**config.mk**
```make
export PLATFORM = sky130hd
export DESIGN_NAME = arbitro_multiplicador
export DESIGN_NICKNAME = d
export VERILOG_FILES = /design/src/rtl/arbitro_multiplicador_pkg.sv /design/src/rtl/arbitro_multiplicador_rom.sv /design/src/rtl/arbitro_multiplicador.sv
export SDC_FILE = /design/constraint.sdc
export NUM_CORES = 1
export LEC_CHECK = 0
export BUFFER_PORTS_ARGS = -buffer_cell sky130_fd_sc_hd__buf_2
export CAP_MARGIN = 5
export CORE_ASPECT_RATIO = 0.9
export CORE_MARGIN = 5
export CORE_UTILIZATION = 42
export CTS_CLUSTER_DIAMETER = 150
export DETAILED_ROUTE_END_ITERATION = 16
export PLACE_DENSITY_LB_ADDON = 0.15
export SLEW_MARGIN = 0
export SYNTH_ARGS = -nofsm -noshare
export SYNTH_HDL_FRONTEND = slang
export SYNTH_SLANG_ARGS = --single-unit
```
**constraint.sdc**
```tcl
create_clock -name clk -period 5.78 [get_ports clk]
set_clock_uncertainty 0.2 [all_clocks]
set_input_delay 1.445 -clock clk [delete_from_list [all_inputs] [get_ports clk]]
set_output_delay 1.445 -clock clk [all_outputs]
set_load 0.1 [all_outputs]
```
**src/rtl/arbitro_multiplicador_pkg.sv**
```systemverilog
// Shared widths, FSM encodings and the product helper
// used by the two-requester multiplier arbiter.
package arbitro_multiplicador_pkg;

  localparam int FATOR_W   = 5;
  localparam int PRODUTO_W = 10;
  localparam int OPS_W     = 8;

  localparam logic [1:0] IDLE     = 2'd0;
  localparam logic [1:0] CONSULTA = 2'd1;
  localparam logic [1:0] RESPOSTA = 2'd2;

  function automatic logic [PRODUTO_W-1:0] mult(
    input logic [FATOR_W-1:0] a,
    input logic [FATOR_W-1:0] b
  );
    return PRODUTO_W'(a) * PRODUTO_W'(b);
  endfunction

endpackage

```
**src/rtl/arbitro_multiplicador_rom.sv**
```systemverilog
// Product lookup: Fatores = {a, b}, Produto = a*b.
// Purely combinational; the arbiter waits for it to settle.
module rom_multiplicador
  import arbitro_multiplicador_pkg::*;
(
  input  logic [2*FATOR_W-1:0] Fatores,
  output logic [PRODUTO_W-1:0] Produto
);

  assign Produto = mult(Fatores[2*FATOR_W-1:FATOR_W],
                        Fatores[FATOR_W-1:0]);

endmodule

```
**src/rtl/arbitro_multiplicador.sv**
```systemverilog
// Two-requester arbiter sharing one multiplier ROM.
// Round-robin on ties; one operation in flight at a time.
module arbitro_multiplicador
  import arbitro_multiplicador_pkg::*;
#(
  parameter int WAIT_CYCLES = 1
) (
  input  logic                 clk,
  input  logic                 rst_n,
  input  logic                 req0_valid,
  input  logic [FATOR_W-1:0]   req0_a,
  input  logic [FATOR_W-1:0]   req0_b,
  output logic                 req0_ready,
  input  logic                 req1_valid,
  input  logic [FATOR_W-1:0]   req1_a,
  input  logic [FATOR_W-1:0]   req1_b,
  output logic                 req1_ready,
  output logic                 resp_valid,
  output logic                 resp_id,
  output logic [PRODUTO_W-1:0] resp_produto,
  input  logic                 resp_ready,
  output logic [OPS_W-1:0]     ops_count
);

  logic [1:0]           state;
  logic [FATOR_W-1:0]   a_q;
  logic [FATOR_W-1:0]   b_q;
  logic                 id_q;
  logic                 last_id;
  logic [3:0]           cnt;
  logic [PRODUTO_W-1:0] produto;
  logic                 idle;
  logic                 g0;
  logic                 g1;
  logic                 take;

  assign idle = (state == IDLE);

  // last_id = 1 lets requester 0 win a tie, and vice versa
  assign g0 = req0_valid & (~req1_valid | last_id);
  assign g1 = req1_valid & (~req0_valid | ~last_id);

  assign req0_ready = rst_n & idle & g0;
  assign req1_ready = rst_n & idle & g1;
  assign take       = req0_ready | req1_ready;

  assign resp_valid = (state == RESPOSTA);

  rom_multiplicador u_rom (
    .Fatores ({a_q, b_q}),
    .Produto (produto)
  );

  always_ff @(posedge clk) begin
    if (!rst_n) begin
      state        <= IDLE;
      a_q          <= '0;
      b_q          <= '0;
      id_q         <= 1'b0;
      last_id      <= 1'b1;
      cnt          <= '0;
      resp_id      <= 1'b0;
      resp_produto <= '0;
      ops_count    <= '0;
    end else begin
      unique case (state)
        IDLE: begin
          if (take) begin
            a_q     <= req1_ready ? req1_a : req0_a;
            b_q     <= req1_ready ? req1_b : req0_b;
            id_q    <= req1_ready;
            last_id <= req1_ready;
            cnt     <= 4'(WAIT_CYCLES);
            state   <= CONSULTA;
          end
        end
        CONSULTA: begin
          cnt <= cnt - 4'd1;
          if (cnt == 4'd1) begin
            resp_produto <= produto;
            resp_id      <= id_q;
            state        <= RESPOSTA;
          end
        end
        RESPOSTA: begin
          if (resp_ready) begin
            ops_count <= ops_count + OPS_W'(1);
            state     <= IDLE;
          end
        end
        default: state <= IDLE;
      endcase
    end
  end

endmodule

```
==> results of run 1 <==
[power by group through the flow]
stage / logic [mW] / registers, mW / clock network (mW)
5_1_grt: 0.182 / 0.309 / 0.204
4_1_cts: 0.164 / 0.303 / 0.194
6_report: 0.162 / 0.303 / 0.186
2_1_floorplan: 0.113 / 0.318 / 0
3_5_place_dp: 0.163 / 0.310 / 0
3_3_place_gp: 0.161 / 0.309 / 0
[area by class of cell]
type                       instances  area share
clock buffer                       5      0.0255
clock inverter                     3     0.00790
multi-input combinational        205       0.543
inverter                          19      0.0265
sequential                        37       0.275
tap                               67      0.0311
timing repair buffer              48      0.0910
[cells by family (layout without fill, tap and decap cells)]
family | after synthesis | after routing | share of synthesized area
flops | 37 | 37 | 0.320
mux | 10 | 10 | 0.0433
buf+inv | 29 | 75 | 0.0476
xor+xnor | 8 | 8 | 0.0303
simple gates | 113 | 113 | 0.242
compound gates | 44 | 44 | 0.125
fa+ha+maj | 30 | 30 | 0.191
[worst reg2reg max path, cell delays in order, from the launching register on]
cell and delay, ns:
dfxtp_1 0.42, nand2_1 0.10, fa_1 0.51, fa_1 0.52, fa_1 0.54, inv_1 0.04, ha_1 0.34, a21oi_1 0.32
a211oi_1 0.14, or4_1 0.51, nand3_1 0.08
[sequential cells by signal, summed over array words and instances, names as in the netlist]
| signal | cells |
|---|---|
| resp_produto | 10 |
| id_q | 1 |
| state | 2 |
| b_q | 5 |
| a_q | 5 |
| cnt | 4 |
| ops_count | 8 |
| last_id | 1 |
| resp_id | 1 |
[worst paths after layout]
check,to,startpoint,slack [ns],cells past startpoint
min,resp_produto[0],resp_produto[0],0.26,2
max,req1_ready,rst_n,1.27,6
max reg2reg,resp_produto[9],a_q[0],1.99,10
min reg2reg,resp_produto[0],resp_produto[0],0.26,2
[layout by cell type, fill, tap and decap left out, types with 4 or more instances in the layout]
| cell type | synthesis | routed |
|---|---|---|
| dfxtp_1 | 37 | 37 |
| o21a_1 | 4 | 4 |
| nor2_1 | 24 | 24 |
| nand3_1 | 15 | 15 |
| xnor2_1 | 5 | 5 |
| and2_1 | 15 | 15 |
| nor3_1 | 4 | 4 |
| buf_2 | 1 | 46 |
| nand2_1 | 32 | 32 |
| fa_1 | 9 | 9 |
| inv_1 | 19 | 19 |
| clkbuf_8 | 0 | 5 |
| mux2i_1 | 10 | 10 |
| ha_1 | 21 | 21 |
| a211oi_1 | 12 | 12 |
| a21oi_1 | 15 | 15 |
[per-layer routing]
layer | global-route usage | up-vias | wire length (um)
li1 | - | 1020 | -
met1 | 0.209 | 893 | 2530
met2 | 0.233 | 26 | 2170
met3 | 0.0338 | 7 | 168
met4 | 0.0468 | 0 | 60
met5 | 0 | - | 0
==> metrics.txt, run 1 <==
DR vias 1946; top_reg_cell synth dfxtp_1; crit path max-delay cell type buf_2; row cnt 25; Setup crit start kind primary input; GRT Util Overall 0.151; WS Path Type primary input to primary output; setup tns final 0 ns; Die Ht 80.4 um; Bufs and invs on worst path 4; Total Power 652 uW; cell taking the most area after synthesis dfxtp_1; Routed Antenna Nets 0; Ports 47; CP required 4.14 ns; Finished Layout Cells 384; # clock sinks 37; 1st-iter DRT viols 105; Max-Slew Margin vs Limit 0.350; arrival time at the worst endpoint 2.86 ns; Final Setup Violations 0; kind of cell adding the most delay to the critical path buffers and inverters; Sw Ratio 0.351; clock power share 0.286; Netlist cell types 39; Final Cycle Share 0.780; clk slew on worst S/H paths 0.08 ns; average wire per standard cell 12.8 um; Post-synth top cells 37 x dfxtp_1, 32 x nand2_1, 24 x nor2_1; sequential group share of total power 0.465; clk root buf clkbuf_8; Ys Warns 0; drt total wl 4920 um; Peak VDD IR 0.123 mV; synthesis-to-finish area growth 16.4%; smallest hold slack 0.257 ns; area post-placement 2600 um^2; vias per cell 5.07; Least-Margin Pin Slew 0.974 ns; Mapped Nets 326; area of the multi-input gates 1460 um^2; mapped cell area 2310 um^2; final worst slack 1.27 ns; Resize count post-CTS 0; CP endpoint kind primary output; post-synthesis sequential area ratio 0.320; EDFF count, synth 0; gpl congestion 0.768; Final Critical Period 4.51 ns; status completed; worst stage delay on the critical path 0.41 ns; CTS Buf Count 5; Post-CTS Setup Bufs 0; vias in the first global route 1923; 1st-pass router iterations 6; CTS tree built; Max Buffers Root-to-Sink 2; Post-Route Utilization 0.510; Sw Pwr 229 uW; initial antenna violation count 0; Synth area leaders dfxtp_1 32%, ha_1 11%, fa_1 7.8%; HPWL Detailed 3740 um; number of max-cap violations 0; Yosys top cell area share 0.320; Pins Over Slew Limit 0; Internal 423 uW; largest net degree at the start of global routing 31; layout cells sized above 1 0.186; sequential cell area 741 um^2; top-count cell post-synth dfxtp_1; Remaining Overflow, GRT 0; Crit Path Max Fanout 23; pre-CTS setup slack 1.26 ns; core area 5290 um^2; fillers 541; clock latency on the worst-skew pair 0.29 ns; syn_area_per_cell 8.54 um^2; NumNets Final 371; die area 7090 um^2; placed insts 376; diodes inserted 0; CP dominant cell by count buf_2; PortBufs 46; DRC Markers 0; global-route wire length before repair 8530 um; FF+latch count, synth 37; Async SR Flop Fraction 0; die width 88.2 um; CTS H-tree depth 2; LEAKAGE 1.31 nW; Comb power frac 0.249; Starting Density 0.438; worst hold path class flop to flop; Pwr Density 242 nW/um^2; unrepaired setup endpoints after global routing no; design area 2690 um^2; Post-Synthesis Cells 271; CTS Hold Bufs 0; crit-path cells buf_2, nor3b_1, nand3_1, buf_4, inv_1, buf_2; fmax 0.222 GHz; Fin. Hold Viols 0
(Power assumes the default switching activity.)
==> run 2: changes to the inputs <==
==> constraint.sdc (replaced) <==
create_clock -name clk -period 3.6 [get_ports clk]
set_clock_uncertainty 0.2 [all_clocks]
set_input_delay 0.9 -clock clk [delete_from_list [all_inputs] [get_ports clk]]
set_output_delay 0.9 -clock clk [all_outputs]
set_load 0.1 [all_outputs]
==> run 2 against run 1 <==
Hold slack improved by 0.0020 ns. Clock-buffer cell count is the same. Combinational power rose by 93%. Setup slack got worse by 1.1 ns. Final cell count up 3.4%. Non-clock buffer count increased by 13. Critical endpoint is now resp_produto[7].
==> metrics.txt, run 2 (synthesis results as in run 1) <==
status completed; Crit Path Max Fanout 4; # clock sinks 37; row cnt 25; NumNets Final 384; worst hold path class flop to flop; clock latency on the worst-skew pair 0.30 ns; synthesis-to-finish area growth 24.0%; core area 5290 um^2; 1st-iter DRT viols 55; Routed Antenna Nets 0; Largest regs resp_produto: 10 flops, ops_count: 8 flops; drt total wl 5390 um; number of max-cap violations 0; Max Buffers Root-to-Sink 2; layout cells sized above 1 0.236; clk slew on worst S/H paths 0.08 ns; Final Critical Period 3.46 ns; setup tns final 0 ns; vias in the first global route 1909; DR vias 2011; R2R setup slack 0.14 ns; Max-Slew Margin vs Limit 0.471; Largest register FFs 10; average wire per standard cell 13.6 um; LEAKAGE 1.38 nW; GRT Util Overall 0.159; die area 7090 um^2; Final Cycle Share 0.960; smallest hold slack 0.259 ns; Setup crit start kind flop; DRC Markers 0; WS Path Type flop to flop; CTS Hold Bufs 0; global-route wire length before repair 8710 um; fillers 523; diodes inserted 0; CP required 3.62 ns; Biggest register resp_produto; arrival time at the worst endpoint 3.48 ns; placed insts 388; Finished Layout Cells 397; die width 88.2 um; unrepaired setup endpoints after global routing no; CP endpoint kind flop; largest net degree at the start of global routing 30; Final Setup Violations 0; clk root buf clkbuf_8; Ports 47; 1st-pass router iterations 4; initial antenna violation count 0; commonest cells after routing, fill and taps aside 44 x buf_2, 36 x dfxtp_1, 32 x nand2_1; CTS Buf Count 5; CTS tree built; Pins Over Slew Limit 0; Remaining Overflow, GRT 0; most common cell after layout, fill and taps aside buf_2; Least-Margin Pin Slew 0.791 ns; Fin. Hold Viols 0; Peak VDD IR 0.277 mV; gpl congestion 0.827; PortBufs 46; fmax 0.289 GHz; HPWL Detailed 4090 um; Starting Density 0.438; Die Ht 80.4 um; Pwr Density 381 nW/um^2; vias per cell 5.07; CTS H-tree depth 2
==> run 2: report_power, final <==
group | internal, mW | total (mW) | switching, mW
Clock | 0.138 | 0.306 | 0.169
Combinational | 0.124 | 0.313 | 0.189
Sequential | 0.446 | 0.473 | 0.0277
Total | 0.707 | 1.09 | 0.385
==> run 2: worst paths after layout <==
path                      to  cells after the start  startpoint
max reg2reg  resp_produto[7]                     11      b_q[4]
min reg2reg          resp_id                      2     resp_id
max          resp_produto[7]                     11      b_q[4]
min                  resp_id                      2     resp_id
==> run 2: routing by layer <==
layer | share of wire | GRT usage
met1 | 0.51 | 0.225
met2 | 0.44 | 0.244
met3 | 0.035 | 0.0349
met4 | 0.010 | 0.0408
met5 | 0 | 0
==> run 2: repair_timing <==
item | in CTS | in global routing
buffers inserted | 0 | 1
resized for setup | 0 | 7
endpoints found under the setup margin | 0 | 4
==> run 2: final cells by class <==
cell class / count / area [um^2] / share of cell area
Multi-Input combinational cell: 205 / 1510 / 0.526
Sequential cell: 37 / 742 / 0.259
Timing Repair Buffer: 61 / 373 / 0.130
Tap cell: 67 / 83.8 / 0.0292
Inverter: 19 / 71.3 / 0.0249
Clock buffer: 5 / 68.8 / 0.0240
Clock inverter: 3 / 21.3 / 0.00742
==> run 2: metrics by stage <==
stage | instance area, um^2 | util | power, mW | setup slack, ns
floorplan | 2310 | - | 0.692 | 0.0392
global placement | 2720 | 0.515 | 0.788 | 0.0958
detailed placement | 2720 | 0.515 | 0.790 | 0.0567
CTS | 2810 | 0.532 | 1.09 | 0.0281
global route | 2870 | 0.542 | 1.16 | 0.0104
finish | 2870 | 0.542 | 1.09 | 0.144
==> run 2: critical path, cell delays in order, from the launching register on <==
cell and delay [ns]:
dfxtp_1 0.34, nand2_1 0.08, fa_1 0.55, fa_1 0.44
fa_1 0.54, inv_1 0.06, ha_4 0.28, a21oi_2 0.06
buf_4 0.14, a21o_1 0.19, a2111o_1 0.41, o211ai_1 0.09
==> run 3: changes to the inputs <==
--- a/config.mk
+++ b/config.mk
@@ -9,7 +9,7 @@
 export CAP_MARGIN = 5
 export CORE_ASPECT_RATIO = 0.9
 export CORE_MARGIN = 5
-export CORE_UTILIZATION = 42
+export CORE_UTILIZATION = 35
 export CTS_CLUSTER_DIAMETER = 150
 export DETAILED_ROUTE_END_ITERATION = 16
 export PLACE_DENSITY_LB_ADDON = 0.15
==> run 3 against run 2 <==
Via count fell by 0.90%. Register-to-register slack got worse by 0.04 ns. Setup slack got worse by 0.038 ns. Fmax fell by 1.1%. Clock-buffer cell count rose by 1. Combinational power barely moved. Final area rose by 0.92%. Global-route usage fell by 1.2 points. Die area rose by 18%. Largest power group unchanged.
==> metrics.txt, run 3 (synthesis results as in run 1) <==
Crit Path Max Fanout 4; most common cell after layout, fill and taps aside buf_2; Final Critical Period 3.49 ns; Largest regs resp_produto: 10 flops, ops_count: 8 flops; 1st-pass router iterations 4; layout cells sized above 1 0.233; PortBufs 46; worst hold path class flop to flop; clock latency on the worst-skew pair 0.29 ns; CTS H-tree depth 2; Routed Antenna Nets 0; row cnt 28; vias in the first global route 2007; Die Ht 87.1 um; clk slew on worst S/H paths 0.08 ns; Pins Over Slew Limit 0; Internal 724 uW; drt total wl 5530 um; die area 8340 um^2; global-route wire length before repair 9580 um; Max-Slew Margin vs Limit 0.496; Fin. Hold Viols 0; CTS Buf Count 5; number of max-cap violations 0; Ports 47; clock power share 0.283; Largest register FFs 10; die width 95.7 um; DRC Markers 0; LEAKAGE 1.39 nW; GRT Util Overall 0.147; Starting Density 0.355; Least-Margin Pin Slew 0.753 ns; largest net degree at the start of global routing 30; 1st-iter DRT viols 72; Comb power frac 0.286; vias per cell 4.75; average wire per standard cell 13.2 um; diodes inserted 0; NumNets Final 384; CTS tree built; Final Setup Violations 0; # clock sinks 37; Setup crit start kind flop; fmax 0.286 GHz; Final Cycle Share 0.971; HPWL Detailed 4240 um; design area 2890 um^2; initial antenna violation count 0; commonest cells after routing, fill and taps aside 44 x buf_2, 37 x dfxtp_1, 32 x nand2_1; sequential group share of total power 0.431; area post-placement 2750 um^2; smallest hold slack 0.253 ns; DR vias 1993; Peak VDD IR 0.186 mV; clk root buf clkbuf_8; WS Path Type flop to flop; Biggest register resp_produto; Pwr Density 380 nW/um^2; synthesis-to-finish area growth 25.1%; arrival time at the worst endpoint 3.51 ns; CTS Hold Bufs 0; Sw Pwr 375 uW; Max Buffers Root-to-Sink 2; fillers 701; CP required 3.62 ns; Sw Ratio 0.341; status completed; core area 6520 um^2; CP endpoint kind flop; gpl congestion 0.772; Remaining Overflow, GRT 0
-- run 3: final cells by class --
class	count	area (um^2)	share of cell area
well taps	90	113	0.0389
flip-flops and latches	37	741	0.256
clock buffers	6	82.6	0.0285
multi-input cells	205	1500	0.518
repair buffers	61	373	0.129
clock inverters	2	13.8	0.00476
inverters	19	71.3	0.0246
-- run 3: stage by stage --
| step | utilization | worst slack, ns | setup TNS (ns) | std cells | power (mW) |
|---|---|---|---|---|---|
| 2_1_floorplan | - | 0.0392 | 0 | 271 | 0.692 |
| 3_3_place_gp | 0.422 | 0.0815 | 0 | 411 | 0.790 |
| 3_5_place_dp | 0.422 | 0.0347 | 0 | 411 | 0.793 |
| 4_1_cts | 0.437 | 0.00940 | 0 | 419 | 1.11 |
| 5_1_grt | 0.444 | -0.0144 | -0.0188 | 420 | 1.18 |
| 6_report | 0.444 | 0.106 | 0 | 420 | 1.10 |
-- run 3: worst paths after layout --
| path | from | end | slack, ns | cells past startpoint |
|---|---|---|---|---|
| setup reg to reg | b_q[4] | resp_produto[7] | 0.11 | 11 |
| setup / recovery | b_q[4] | resp_produto[7] | 0.11 | 11 |
| hold reg to reg | resp_produto[2] | resp_produto[2] | 0.25 | 2 |
| hold / removal | resp_produto[2] | resp_produto[2] | 0.25 | 2 |
-- run 3: layer usage --
layer | track usage | up-vias | wire length (um)
li1 | - | 1046 | -
met1 | 0.208 | 915 | 2830
met2 | 0.223 | 27 | 2480
met3 | 0.0294 | 5 | 169
met4 | 0.0491 | 0 | 55
met5 | 0 | - | 0
-- run 3: critical path, cell delays in order, from the launching register on --
cell and delay (ns):
dfxtp_1 0.35, nand2_1 0.08, fa_1 0.56, fa_1 0.45
fa_1 0.54, inv_1 0.06, ha_4 0.29, a21oi_2 0.07
buf_4 0.14, a21o_1 0.18, a2111o_1 0.41, o211ai_1 0.09
-- run 3: what timing repair did --
item                                    4_1_cts  5_1_grt
endpoints found under the setup margin        0        4
buffers inserted                              0        1
gates resized for setup                       0        7
-- run 3: power groups by stage --
stage	combinational [mW]	sequential, mW	clock (mW)
after CTS	0.310	0.475	0.323
after detailed placement	0.309	0.484	0
after floorplan	0.182	0.510	0
final	0.314	0.474	0.311
after global routing	0.352	0.481	0.343
after global placement	0.308	0.482	0
